`config.mk`:
```
export PLATFORM = sky130hd
export DESIGN_NAME = fifo_rd_packer
export DESIGN_NICKNAME = d
export VERILOG_FILES = /design/src/rtl/fifo_rd_packer.sv
export SDC_FILE = /design/constraint.sdc
export NUM_CORES = 1
export LEC_CHECK = 0
export ABC_CLOCK_PERIOD_IN_PS = 3900
export BUFFER_PORTS_ARGS = -buffer_cell sky130_fd_sc_hd__clkbuf_2
export CORE_MARGIN = 2
export CORE_UTILIZATION = 55
export DETAILED_ROUTE_END_ITERATION = 10
export PLACE_DENSITY = 0.9
export SETUP_SLACK_MARGIN = 0.5
export SKIP_CTS_REPAIR_TIMING = 1
export SYNTH_ARGS = -nofsm -noshare
export SYNTH_HDL_FRONTEND = slang
export SYNTH_SLANG_ARGS = --single-unit
```
`constraint.sdc`:
```
create_clock -name CLK -period 3.9 [get_ports CLK]
set_input_delay 0.39 -clock CLK [delete_from_list [all_inputs] [get_ports CLK]]
set_output_delay 0.39 -clock CLK [all_outputs]
set_load 0.05 [all_outputs]
```
`src/rtl/fifo_rd_packer.sv`:
```
// fifo_rd_packer
//   Read-side drain stage for the async FIFO (FIFO read clock domain).
//   Pops DATA_WIDTH-bit entries through Rd_Req/Empty/D_IN, where D_IN is
//   valid one cycle after an accepted Rd_Req. Packs PACK_RATIO consecutive
//   entries into one wide word, with the first entry in the LSB lane. The
//   word is presented on a valid/ready master port, and the FIFO absorbs
//   all back-pressure.
//
// Optional feature macro: PACK_FLUSH_EN
//   When defined, this adds Flush/M_BYTES so that a partial word can be
//   pushed out. Unused lanes of a partial word read as zero.
//
// Ports
//   CLK       in   FIFO read-domain clock
//   rst       in   synchronous active-high reset
//   Empty     in   FIFO empty flag
//   D_IN      in   FIFO read data (registered, one cycle after Rd_Req)
//   Rd_Req    out  FIFO read request (combinational)
//   M_DATA    out  packed word, lane k = [k*DATA_WIDTH +: DATA_WIDTH]
//   M_VALID   out  M_DATA holds a word
//   M_READY   in   downstream accept
//   Fill_Cnt  out  lanes currently captured in the accumulator
//   Flush     in   (PACK_FLUSH_EN) request to emit a partial word
//   M_BYTES   out  (PACK_FLUSH_EN) number of valid lanes in M_DATA
module fifo_rd_packer #(
  parameter int DATA_WIDTH = 8,
  parameter int PACK_RATIO = 4,
  parameter int CNT_WIDTH  = $clog2(PACK_RATIO + 1)
) (
  input  logic                             CLK,
  input  logic                             rst,
  input  logic                             Empty,
  input  logic [DATA_WIDTH-1:0]            D_IN,
  output logic                             Rd_Req,
  output logic [DATA_WIDTH*PACK_RATIO-1:0] M_DATA,
  output logic                             M_VALID,
  input  logic                             M_READY,
  output logic [CNT_WIDTH-1:0]             Fill_Cnt
`ifdef PACK_FLUSH_EN
  ,
  input  logic                             Flush,
  output logic [CNT_WIDTH-1:0]             M_BYTES
`endif
);

  localparam int unsigned          LANES   = PACK_RATIO;
  localparam logic [CNT_WIDTH-1:0] FULL    = CNT_WIDTH'(PACK_RATIO);
  localparam logic [CNT_WIDTH:0]   RATIO_W = (CNT_WIDTH+1)'(PACK_RATIO);

  logic                             rd_pend;
  logic [DATA_WIDTH*PACK_RATIO-1:0] acc;
  logic                             slot_free;
  logic                             xfer_full;
  logic                             xfer;
  logic                             issue_ok;
  logic [CNT_WIDTH:0]               occupancy;

  // Lanes already captured plus the one still in flight from the FIFO.
  assign occupancy = {1'b0, Fill_Cnt} + {{CNT_WIDTH{1'b0}}, rd_pend};
  assign slot_free = !M_VALID || M_READY;
  assign xfer_full = (Fill_Cnt == FULL) && slot_free;

`ifdef PACK_FLUSH_EN
  logic flush_pend;
  logic flush_go;
  logic flush_xfer;

  // Reads are held off while a flush is pending. So once rd_pend drains,
  // Fill_Cnt is final and the partial word can be emitted.
  assign flush_go   = flush_pend && !rd_pend && slot_free;
  assign flush_xfer = flush_go && (Fill_Cnt != '0);
  assign issue_ok   = !flush_pend;
  assign xfer       = xfer_full || flush_xfer;
`else
  assign issue_ok   = 1'b1;
  assign xfer       = xfer_full;
`endif

  assign Rd_Req = !rst && !Empty && issue_ok && (occupancy < RATIO_W);

  always_ff @(posedge CLK) begin
    if (rst) begin
      rd_pend  <= 1'b0;
      acc      <= '0;
      M_DATA   <= '0;
      M_VALID  <= 1'b0;
      Fill_Cnt <= '0;
`ifdef PACK_FLUSH_EN
      flush_pend <= 1'b0;
      M_BYTES    <= '0;
`endif
    end else begin
      rd_pend <= Rd_Req;
`ifdef PACK_FLUSH_EN
      flush_pend <= Flush || (flush_pend && !flush_go);
`endif
      if (xfer) begin
        // The issue rule guarantees rd_pend=0 here, so no capture is lost.
        // The accumulator is cleared so that a later partial word has
        // zeroed upper lanes.
        M_DATA   <= acc;
        M_VALID  <= 1'b1;
        Fill_Cnt <= '0;
        acc      <= '0;
`ifdef PACK_FLUSH_EN
        M_BYTES  <= Fill_Cnt;
`endif
      end else begin
        if (M_VALID && M_READY) begin
          M_VALID <= 1'b0;
        end
        if (rd_pend) begin
          for (int unsigned k = 0; k < LANES; k++) begin
            if (Fill_Cnt == CNT_WIDTH'(k)) begin
              acc[k*DATA_WIDTH +: DATA_WIDTH] <= D_IN;
            end
          end
          Fill_Cnt <= Fill_Cnt + CNT_WIDTH'(1);
        end
      end
    end
  end

endmodule

```
==> flow_metrics.tcl <==
set metrics [dict create \
    outcome "finished clean" \
    final_cell_mix "69 x dfxtp_1, 48 x clkbuf_2, 40 x nand3_1, 37 x a21oi_1, 32 x o21ai_0" \
    max-slew-margin-rel 0.231 \
    post_drt_via_cell_ratio 5.70 \
    clk_pin_slew_ps 60 \
    n_antenna_cell 0 \
    grt_pass1_vias 1964 \
    synth_area_leader_cell "dfxtp_1" \
    syn2layout_area_growth_pct 13.6 \
    die_x_um 73.5 \
    clk-insertion-delay-late_ps 330 \
    rsz0062_at_grt "no" \
    crit_path_start_kind "register" \
    vdd_drop_max_v 0.000369 \
    utilization 0.644 \
    period_minus_slack_ps 2370 \
    hold_viol_final 0 \
    critPathMaxFanout 35 \
    period_share 0.609 \
    overflow 0 \
    setup.worst_path.end_class "register" \
    die_area_sq_mm 0.00541 \
    ys_ff_latch 69 \
    numPortBuffers 48 \
    syn_inst 292 \
    timing.fmax_mhz 421 \
    drt-wirelength-per-cell_um 14.5 \
    pre_cts_ws_ps 1560 \
    grt_use_total 0.223 \
    vias 2190 \
    h-tree-depth 3 \
    ioPinCount 49 \
    antenna_found_initial 0 \
    cp.arrival_ps 2530 \
    synth_top_area_share 0.520 \
    drc 0 \
    hold_slack_ps 246 \
    drv_slew 0 \
    synth.avg_cell_area_sq_um 9.11 \
    dr.pass1.iters 4 \
    multi_input_area_sq_mm 0.00112 \
    maxCapViolations 0 \
    synth_seq_area_share 0.520 \
    ant_nets 0 \
    fillers 393 \
    grt_start_max_net_pins 37 \
    hpwlAfterDp_um 3680 \
    cts_tree "done" \
    grt_pass1_wl_um 9090 \
    synth_nets 309 \
    synth.distinct_cells 24 \
    wl_um 5580 \
    drive_gt1_frac 0.209 \
    start_util 0.567 \
    tns_ps 0 \
    root_buffer "clkbuf_8" \
    final_nets 343 \
    place_congestion 0.765 \
    fin_ws_ps 1530 \
    path_class "reg -> reg" \
    register_area_sq_mm 0.00138 \
    yosys_warnings 0 \
    final_common_cell "dfxtp_1" \
    min_path_type "in -> reg" \
    setup_viol 0 \
    p_per_area_mw_per_mm2 446 \
    numClockSinks 69 \
    drtIter0Drc 154 \
    worst_pin_slew_ps 1150 \
    synthTopCellsByArea "dfxtp_1 52%, mux2i_1 9.4%, nand3_1 7.5%, a21oi_1 7.0%, o21ai_0 6.0%" \
    netlist_area_sq_mm 0.00266 \
    worstPathRequired_ps 4060 \
    rows 25 \
    core_area_sq_mm 0.00469 \
    clk_path_buf_depth 2 \
    skew_ps 5.02 \
    leakagePower_nw 1.30 \
    cts-buffers-inserted 9 \
    die_y_um 73.5 \
]
power breakdown:
group          leakage [nW]  total (mW)  internal [mW]  switching, mW
logic                 0.651       0.102         0.0274         0.0742
registers             0.557       0.728          0.716         0.0117
clock network        0.0926       0.518          0.279          0.239
total                  1.30        1.35           1.02          0.325
cell usage after synthesis:
cell type  instances
and2_1             1
mux2i_1           25
clkbuf_1          15
buf_2              5
inv_1              3
a21oi_2            4
and3_1             1
nand3b_1           3
dfxtp_1           69
nor2_1            27
nand2b_1           1
nor4_1             2
a211oi_2           1
o21ai_0           32
clkbuf_2           3
a21oi_1           37
buf_6              4
nor2b_1            1
nand3_1           40
a21o_1             1
xnor2_1            1
buf_1              1
ha_1               5
nand2_1           10
path summary, 6_finish.rpt:
kind / from / end / slack [ps] / depth (start not counted)
worst max register to register: Fill_Cnt[0]$_SDFFE_PP0P_ / acc[24]$_SDFFE_PP0P_ / 1530 / 6
worst min-delay path: Empty / rd_pend$_SDFF_PP0_ / 250 / 2
worst min register to register: acc[26]$_SDFFE_PP0P_ / acc[26]$_SDFFE_PP0P_ / 460 / 2
worst max-delay path: Fill_Cnt[0]$_SDFFE_PP0P_ / acc[24]$_SDFFE_PP0P_ / 1530 / 6
state kept, by name, summed over array words and instances, names as in the netlist:
signal,cells
Fill_Cnt,3
M_DATA,32
acc,32
rd_pend,1
M_VALID,1
cell families (layout without fill, tap and decap cells):
family	after synthesis	after routing	synth area share
adder cells (fa/ha/maj)	5	5	0.0235
AND/OR/NAND/NOR	86	86	0.150
buffers and inverters	31	69	0.0588
XOR/XNOR	1	1	0.00329
AO/OA/AOI/OAI	75	75	0.151
flip-flops	69	69	0.520
multiplexers	25	25	0.0941
layout make-up:
cell class	count	share of cell area
inverter	3	0.00373
timing repair buffer	51	0.0870
sequential	69	0.457
clock inverter	1	0.00166
clock buffer	14	0.0571
tap	54	0.0224
multi-input combinational	192	0.371
stage by stage:
stage / area, sq um / instances / total power, mW
floorplan: 2660 / 292 / 0.824
global placement: 2840 / 369 / 0.841
detailed placement: 2840 / 369 / 0.845
CTS: 3020 / 384 / 1.36
global route: 3020 / 384 / 1.40
finish: 3020 / 384 / 1.35
critical path, cell delays in order, from the launching register on:
cell and delay, ps:
dfxtp_1 370, inv_1 110, ha_1 190, and2_1 130, buf_4 310, a21o_1 950
a21oi_1 130
routing by layer:
layer | up-vias | GRT usage | share of wire
met5 | - | 0 | 0
met4 | 0 | 0.0909 | 0.018
met3 | 8 | 0.0535 | 0.057
met2 | 61 | 0.364 | 0.48
met1 | 1038 | 0.283 | 0.44
li1 | 1083 | - | -
(Power assumes the default switching activity.)
